### config.mk
export PLATFORM = sky130hd
export DESIGN_NAME = keypad_scan_ctrl
export DESIGN_NICKNAME = d
export VERILOG_FILES = /design/src/rtl/keypad_scan_ctrl.sv
export SDC_FILE = /design/constraint.sdc
export NUM_CORES = 1
export LEC_CHECK = 0
export ABC_AREA = 1
export CORE_ASPECT_RATIO = 1.2
export CORE_MARGIN = 4
export CORE_UTILIZATION = 40
export DETAILED_ROUTE_END_ITERATION = 10
export MAX_ROUTING_LAYER = met4
export SYNTH_ARGS = -nofsm -noshare
export SYNTH_HDL_FRONTEND = slang
export SYNTH_SLANG_ARGS = --single-unit
### constraint.sdc
create_clock -name clk -period 1.78 [get_ports clk]
set_clock_uncertainty 0.15 [all_clocks]
set_input_delay 0.267 -clock clk [delete_from_list [all_inputs] [get_ports clk]]
set_output_delay 0.267 -clock clk [all_outputs]
set_load 0.01 [all_outputs]
### src/rtl/keypad_scan_ctrl.sv
// 4x4 matrix keypad scanner: column drive, 2-flop row sync, debounce, one-cycle key strobe.
// Define KEYPAD_REPEAT_EN to add auto-repeat pulses while a key stays held.
module keypad_scan_ctrl #(
    parameter int unsigned SCAN_DIV        = 1000,
    parameter int unsigned DEBOUNCE_CYCLES = 20000,
    parameter int unsigned REPEAT_CYCLES   = 5000000
) (
    input  logic       clk,
    input  logic       rst_n,
    input  logic [3:0] row_n,
    output logic [3:0] col_n,
    output logic [3:0] key_code,
    output logic       key_valid,
    output logic       key_held
);

    localparam int unsigned CntMax = (SCAN_DIV > DEBOUNCE_CYCLES) ? SCAN_DIV : DEBOUNCE_CYCLES;
    localparam int unsigned CntW   = $clog2(CntMax);
    localparam logic [CntW-1:0] ScanLast = CntW'(SCAN_DIV - 1);
    localparam logic [CntW-1:0] DebLast  = CntW'(DEBOUNCE_CYCLES - 1);

    if (SCAN_DIV < 4) begin : g_chk_scan
        $error("SCAN_DIV must be at least 4");
    end
    if (DEBOUNCE_CYCLES < 2) begin : g_chk_deb
        $error("DEBOUNCE_CYCLES must be at least 2");
    end
    if (REPEAT_CYCLES < 2) begin : g_chk_rep
        $error("REPEAT_CYCLES must be at least 2");
    end

    typedef enum logic [1:0] {
        StScan,
        StDebounce,
        StHeld,
        StRelease
    } state_e;

    state_e          state_q, state_d;
    logic [3:0]      row_meta_q, row_meta_d;
    logic [3:0]      row_s_q, row_s_d;
    logic [1:0]      col_idx_q, col_idx_d;
    logic [3:0]      col_n_q, col_n_d;
    logic [CntW-1:0] cnt_q, cnt_d;
    logic [1:0]      row_lat_q, row_lat_d;
    logic [3:0]      key_code_q, key_code_d;
    logic            key_valid_q, key_valid_d;
    logic            key_held_q, key_held_d;
    logic            press;
    logic [1:0]      row_enc;

`ifdef KEYPAD_REPEAT_EN
    localparam int unsigned RepW = $clog2(REPEAT_CYCLES);
    localparam logic [RepW-1:0] RepLast = RepW'(REPEAT_CYCLES - 1);
    logic [RepW-1:0] rep_q, rep_d;
`endif

    assign press = (row_s_q != 4'hF);

    // Lowest-index low row wins when several rows are pulled down.
    always_comb begin
        row_enc = 2'd3;
        if (!row_s_q[0]) begin
            row_enc = 2'd0;
        end else if (!row_s_q[1]) begin
            row_enc = 2'd1;
        end else if (!row_s_q[2]) begin
            row_enc = 2'd2;
        end
    end

    always_comb begin
        row_meta_d  = row_n;
        row_s_d     = row_meta_q;
        state_d     = state_q;
        col_idx_d   = col_idx_q;
        cnt_d       = cnt_q;
        row_lat_d   = row_lat_q;
        key_code_d  = key_code_q;
        key_valid_d = 1'b0;
        key_held_d  = key_held_q;
`ifdef KEYPAD_REPEAT_EN
        rep_d       = '0;
`endif

        unique case (state_q)
            StScan: begin
                if (cnt_q == ScanLast) begin
                    cnt_d = '0;
                    if (press) begin
                        row_lat_d = row_enc;
                        state_d   = StDebounce;
                    end else begin
                        col_idx_d = col_idx_q + 2'd1;
                    end
                end else begin
                    cnt_d = cnt_q + 1'b1;
                end
            end
            StDebounce: begin
                if (!press || (row_enc != row_lat_q)) begin
                    state_d = StScan;
                    cnt_d   = '0;
                end else if (cnt_q == DebLast) begin
                    key_code_d  = {row_lat_q, col_idx_q};
                    key_valid_d = 1'b1;
                    key_held_d  = 1'b1;
                    state_d     = StHeld;
                    cnt_d       = '0;
                end else begin
                    cnt_d = cnt_q + 1'b1;
                end
            end
            StHeld: begin
                // The cycle that first sees release already counts toward the release run.
                if (!press) begin
                    state_d = StRelease;
                    cnt_d   = CntW'(1);
                end
`ifdef KEYPAD_REPEAT_EN
                else if (rep_q == RepLast) begin
                    key_valid_d = 1'b1;
                end else begin
                    rep_d = rep_q + 1'b1;
                end
`endif
            end
            StRelease: begin
                if (press) begin
                    state_d = StHeld;
                    cnt_d   = '0;
                end else if (cnt_q == DebLast) begin
                    key_held_d = 1'b0;
                    col_idx_d  = col_idx_q + 2'd1;
                    state_d    = StScan;
                    cnt_d      = '0;
                end else begin
                    cnt_d = cnt_q + 1'b1;
                end
            end
            default: begin
                state_d = StScan;
                cnt_d   = '0;
            end
        endcase

        col_n_d = ~(4'b0001 << col_idx_d);
    end

    always_ff @(posedge clk or negedge rst_n) begin
        if (!rst_n) begin
            row_meta_q  <= 4'hF;
            row_s_q     <= 4'hF;
            state_q     <= StScan;
            col_idx_q   <= 2'd0;
            col_n_q     <= 4'b1110;
            cnt_q       <= '0;
            row_lat_q   <= 2'd0;
            key_code_q  <= 4'h0;
            key_valid_q <= 1'b0;
            key_held_q  <= 1'b0;
`ifdef KEYPAD_REPEAT_EN
            rep_q       <= '0;
`endif
        end else begin
            row_meta_q  <= row_meta_d;
            row_s_q     <= row_s_d;
            state_q     <= state_d;
            col_idx_q   <= col_idx_d;
            col_n_q     <= col_n_d;
            cnt_q       <= cnt_d;
            row_lat_q   <= row_lat_d;
            key_code_q  <= key_code_d;
            key_valid_q <= key_valid_d;
            key_held_q  <= key_held_d;
`ifdef KEYPAD_REPEAT_EN
            rep_q       <= rep_d;
`endif
        end
    end

    assign col_n     = col_n_q;
    assign key_code  = key_code_q;
    assign key_valid = key_valid_q;
    assign key_held  = key_held_q;

endmodule

==> After elaboration in Yosys (flattened, before gate mapping) <==
Index checks and enable logic that the tools add are counted.
{ "word_totals": {"latchBits": 0, "mem_bits_rw": 0, "rom_bits": 0, "n_memories": 0, "inputBits": 6, "out_inout_bits": 10, "elab_cells": 69, "reg_bits": 39} }
{ "classes": {"bitwise": 2, "n_div": 0, "n_lt_le_gt_ge": 0, "multipliers": 0, "shifts": 1, "n_reduce_logical": 8, "n_mux": 30, "add_sub_neg": 2, "n_eq_ne": 16} }
{ "op_table": {"columns": ["op", "n"], "rows": [
  ["$mux W15", 5],
  ["$pmux W15 S4", 1],
  ["$mux W2", 13],
  ["$add A15 B1 Y15 const B", 1],
  ["$eq A15 B10 Y1 const B", 1],
  ["$eq A15 B15 Y1 const B", 1],
  ["$ne A2 B2 Y1 const B", 7],
  ["$reduce_and A5 Y1", 2],
  ["$mux W1", 8],
  ["$pmux W2 S4", 1],
  ["$ne A3 B3 Y1 const B", 2],
  ["$reduce_and A3 Y1", 2],
  ["$eq A2 B2 Y1 const B", 2],
  ["$ne A4 B4 Y1 const B", 1],
  ["$not A4 Y4", 1],
  ["$pmux W2 S2", 1],
  ["$shl A1 B2 Y4 const A", 1],
  ["$add A2 B1 Y2 const B", 1],
  ["$eq A2 B1 Y1 const B", 1],
  ["$logic_not A2 Y1", 1],
  ["$ne A2 B2 Y1", 1],
  ["$pmux W1 S2", 1],
  ["$reduce_bool A2 Y1", 1],
  ["$logic_not A1 Y1", 1],
  ["2 further kinds", 2]
]} }

==> Logic depth before layout (Yosys ltp) <==
{ "logic_depth": {"depth_word": 7, "ltp_mapped": 12} }

==> Least setup slack after synthesis <==
OpenSTA, ideal clock, no wires.
{ "synth_timing": {"path_kind": "register to register", "start": "reg state_q[0]", "end": "reg cnt_q[5]", "slack_ns": 0.099, "arrival_ns": 1.418, "period_less_slack_ns": 1.681, "setup_time_ns": 0.113, "path_buffers": 0, "stages_incl_launch_ff": 11, "cell_sequence": "dfrtp_1 inv_1 ha_1 inv_1 nor2_8 inv_4 nand4_1 xor2_1 clkinv_1 nand2_1 inv_1"} }
{ "synth_via": {"elab_chain_cells": 2, "elab_cells_between_ends": 6, "cone_classes": "eq/ne: 4; mux: 1; reduce/logical: 1"} }
{ "synth_lines": {"columns": ["element", "line_no", "text"], "rows": [
  ["from (decl)", "39", "state_e state_q, state_d;"],
  ["from (signal assigned)", "154", "state_q <= StScan;"],
  ["from (signal assigned)", "168", "state_q <= state_d;"],
  ["$eq A2 B2 Y1 (tied with other cells)", "86", "unique case (state_q)"],
  ["$pmux W15 S4 / $ne A2 B2 Y1 (equally long branches)", null, null],
  ["to (signal assigned)", "171", "cnt_q <= cnt_d;"],
  ["to (decl)", "44", "logic [CntW-1:0] cnt_q, cnt_d;"]
]} }
Several ways; a longest one is shown, not always the timed one.
A chain may end at the register's enable or synchronous reset.

==> Worst setup path in the final report <==
{ "layout_timing": {"start": "reg col_n_q[1], in the netlist col_n[1]", "end": "out col_n[1]"} }
{ "layout_lines": {"columns": ["element", "line_no", "text"], "rows": [
  ["from (decl)", "43", "logic [3:0] col_n_q, col_n_d;"],
  ["from (signal assigned)", "170", "col_n_q <= col_n_d;"],
  ["to (decl)", "11", "output logic [3:0] col_n,"]
]} }
No word-level cell between the ends.

==> flow_summary_export.csv <==
group,metric,value,unit
power_and_ir_drop,power_frac_clock,37.9,%
global_routing,grt_max_degree,22,
power_and_ir_drop,powerDensity,521,mW/mm2
logic_synthesis,synth_top_family_by_area,"simple AND/OR/NAND/NOR gates",
logic_synthesis,syn_area,0.00229,mm2
final_layout,nNetsFinal,353,
clocking,worstSkewPairLatency,0.29,ns
power_and_ir_drop,seq_power_share,58.3,%
clocking,cts_root_buf,"clkbuf_8",
power_and_ir_drop,p_leak,1.44,nW
sta,drv_slew,0,
place,routabilityCongestion,0.843,
sta,worst_slack,0.0359,ns
logic_synthesis,yosysTopAreaCell,"dfrtp_1",
power_and_ir_drop,power.total,0.00156,W
power_and_ir_drop,p_sw,0.000360,W
floorplanning,ios,16,
routing,drt-pass1-iter-count,4,
logic_synthesis,synth.distinct_cells,30,
logic_synthesis,netlist.area_leader.share,30.7,%
setup_path,crit_buf_inv,1,
power_and_ir_drop,combPwrFrac,3.8,%
status,status,"complete, no violations",
logic_synthesis,syn_nets,303,
logic_synthesis,synthCells,291,
setup_path,end_kind,"primary output",
setup_path,r2r_slack,0.04,ns
logic_synthesis,synth_fa_ha_area_share,3.28,%
logic_synthesis,synth_compound_area_share,6.13,%
logic_synthesis,yosysSeqAreaShare,43.3,%
routing,drc,0,
setup_path,crit_chain,"clkdlybuf4s50_1",
logic_synthesis,yosys.area_share.simple,35.0,%
sta,setup_viol,0,
routing,drtAntennaViolNets,0,
routing,totalWireLength,4.99,mm
setup_path,path_delay_family,"flip-flops",
clocking,cts_sinks,39,
setup_path,crit_type,"reg2out",
setup_path,crit_fanout,1,
clocking,clockBufferDepth,2,
logic_synthesis,avgSynthCellArea,7.86,um2
final_layout,drive_gt1_share,32.5,%
sta,finalCriticalPeriod,1.74,ns
setup_path,crit_arrival,1.33,ns
floorplanning,die_h,90.8,um
global_routing,antenna_found_initial,0,
global_routing,grt_pass1_vias,1793,
place,hpwl,3.65,mm
clocking,h-tree-depth,2,
setup_path,crit_slowest_cell,"dfstp_2",
routing,via_per_inst,4.82,
floorplanning,dieArea,0.00699,mm2
logic_synthesis,ys_warn_count,0,
global_routing,grtUsageTotal,15.1,%
setup_path,slowest_delay,0.52,ns
power_and_ir_drop,netSwitchingFraction,23.1,%
routing,drtIter0Drc,42,
logic_synthesis,muxShareOfSynthArea,0,%
floorplanning,start_util,42.3,%
clocking,numCtsBuffers,5,
power_and_ir_drop,internal_power,0.00120,W
sta,min_period_over_period,98.0,%
global_routing,grt_pass1_wl,8.27,mm
routing,vias,1949,
job,max-cap-violations,0,
sta,tightest_slew,0.435,ns
power_and_ir_drop,ir_drop,281,uV
final_layout,diodes,0,
sta,fmax,0.573,GHz
floorplanning,core,0.00541,mm2
floorplanning,die_x,77.0,um
setup_path,cp.required,1.36,ns
logic_synthesis,synthTopCellsByArea,"dfrtp_1 (31%), nand2_1 (14%), dfstp_2 (13%), inv_1 (6.4%), nor2_1 (3.8%)",
routing,routedWlPerCell,12.3,um
global_routing,grt-ovfl-total,0,
sta,hold_violations,0,
place,place.port_buffers,15,
sta,worst_slew_margin_rel,71.0,%
final_layout,syn_to_final_growth,31.0,%
clocking,path_clk_slew,0.08,ns
logic_synthesis,synthXorXnorAreaFrac,3.83,%
floorplanning,num_rows,29,
setup_path,setup.worst_path.start_class,"flip-flop",
worst_hold_path,hold_path_class,"reg2reg",
sta,rsz0062_at_grt,"true",
clocking,cts_tree,"done",
place,dp_slack,-0.000760,ns
logic_synthesis,synth_seq_cells,39,
-- power groups by stage --
stage | clock network, W | logic [W] | registers [W]
2_1_floorplan | 0 | 0.0000129 | 0.000923
3_3_place_gp | 0 | 0.0000514 | 0.000924
3_5_place_dp | 0 | 0.0000515 | 0.000924
4_1_cts | 0.000621 | 0.0000573 | 0.000910
5_1_grt | 0.000648 | 0.0000667 | 0.000911
6_report | 0.000591 | 0.0000596 | 0.000910
-- through the flow --
stage	instances	util [%]	hold slack, ns	TNS (ns)	area (um2)
after global placement	382	48.6	0.0928	-0.0358	2630
after detailed placement	382	48.6	0.0853	-0.000760	2630
after CTS	393	51.2	0.211	0	2770
after global routing	404	55.4	0.218	-0.783	3000
final	404	55.4	0.210	0	3000
after floorplan	291	-	-0.179	0	2290
-- sequential cells by signal, summed over array words and instances (netlist names) --
| register | flops |
|---|---|
| cnt_q | 15 |
| col_n | 4 |
| key_code | 4 |
| row_meta_q | 4 |
| row_s_q | 4 |
| col_idx_q | 2 |
| row_lat_q | 2 |
| state_q | 2 |
| key_held | 1 |
| key_valid | 1 |
-- path summary, 6_finish.rpt --
path	startpoint	end	cells after the start
min reg2reg	row_meta_q[3]	row_s_q[3]	0
max in group asynchronous	rst_n	col_n[1]	3
max	col_n[1]	col_n[1]	1
max reg2reg	cnt_q[1]	cnt_q[12]	11
min in group asynchronous	rst_n	state_q[1]	2
min	row_meta_q[3]	row_s_q[3]	0
-- cells in the final DEF (no fill, tap or decap), types with 2 or more instances in the layout --
cell type / instances
buf_12: 2
dlymetal6s2s_1: 2
o21bai_1: 2
nor2_4: 7
ha_2: 3
nand2_4: 7
nand3_1: 15
nor3_4: 2
xnor2_1: 2
o21ai_1: 11
clkinvlp_4: 2
clkdlybuf4s50_1: 12
a31oi_1: 2
dfstp_2: 11
nor2_8: 2
inv_1: 36
nand2_2: 8
xor2_1: 8
buf_4: 24
clkbuf_8: 5
nand4_1: 6
inv_2: 10
nand3_2: 2
nor3_2: 2
nor2_2: 9
o21ai_2: 5
nand3_4: 2
nand2_1: 76
a21oi_1: 3
o21ai_0: 2
ha_1: 2
dfrtp_1: 27
nor2_1: 21
-- cell usage after synthesis --
library cell / count
inv_2: 6
inv_1: 39
o21ai_0: 5
clkinv_1: 2
o21ai_1: 13
inv_4: 1
a31oi_1: 2
xor2_1: 8
dfstp_2: 11
ha_1: 6
nor3_4: 2
nand2_4: 1
nor2_1: 23
buf_2: 1
dfrtp_1: 28
nor2_8: 2
a21boi_1: 1
xnor2_1: 2
nor2_4: 5
nand3_2: 2
nand3_1: 17
nor2_2: 8
a21oi_1: 3
nor3_2: 1
clkinv_2: 1
o21bai_1: 2
nor3_1: 2
nand2_1: 83
nand2_2: 8
nand4_1: 6
-- repair_timing --
| action | in CTS | in global routing |
|---|---|---|
| pin swaps | 2 | 19 |
| endpoints found under the setup margin | 4 | 25 |
| setup buffers | 1 | 11 |
| gates resized for setup | 5 | 41 |
| hold buffers | 1 | 0 |
| cloned | 1 | 0 |
| hold endpoints to repair | 10 | 0 |
-- routing by layer --
| layer | up-vias | routed length, um | GRT usage [%] |
|---|---|---|---|
| met5 | - | 0 | - |
| met4 | 0 | 94 | 5.49 |
| met3 | 10 | 127 | 2.69 |
| met2 | 25 | 2540 | 24.1 |
| met1 | 915 | 2230 | 19.2 |
| li1 | 999 | - | - |
-- layout make-up --
cell class,instances,area (um2)
clock inverter,3,20.0
sequential,39,991
tap,62,77.6
timing repair buffer,43,392
multi-input combinational,203,1250
clock buffer,5,68.8
fill,493,2410
inverter,49,191
-- cells by family (layout without fill, tap and decap cells) --
logic type,after synthesis,count (layout)
compound gates,26,26
simple gates,160,161
xor+xnor,10,10
buf+inv,50,100
fa+ha+maj,6,6
flops,39,39
Note: power is estimated with default switching activity, not from simulation.
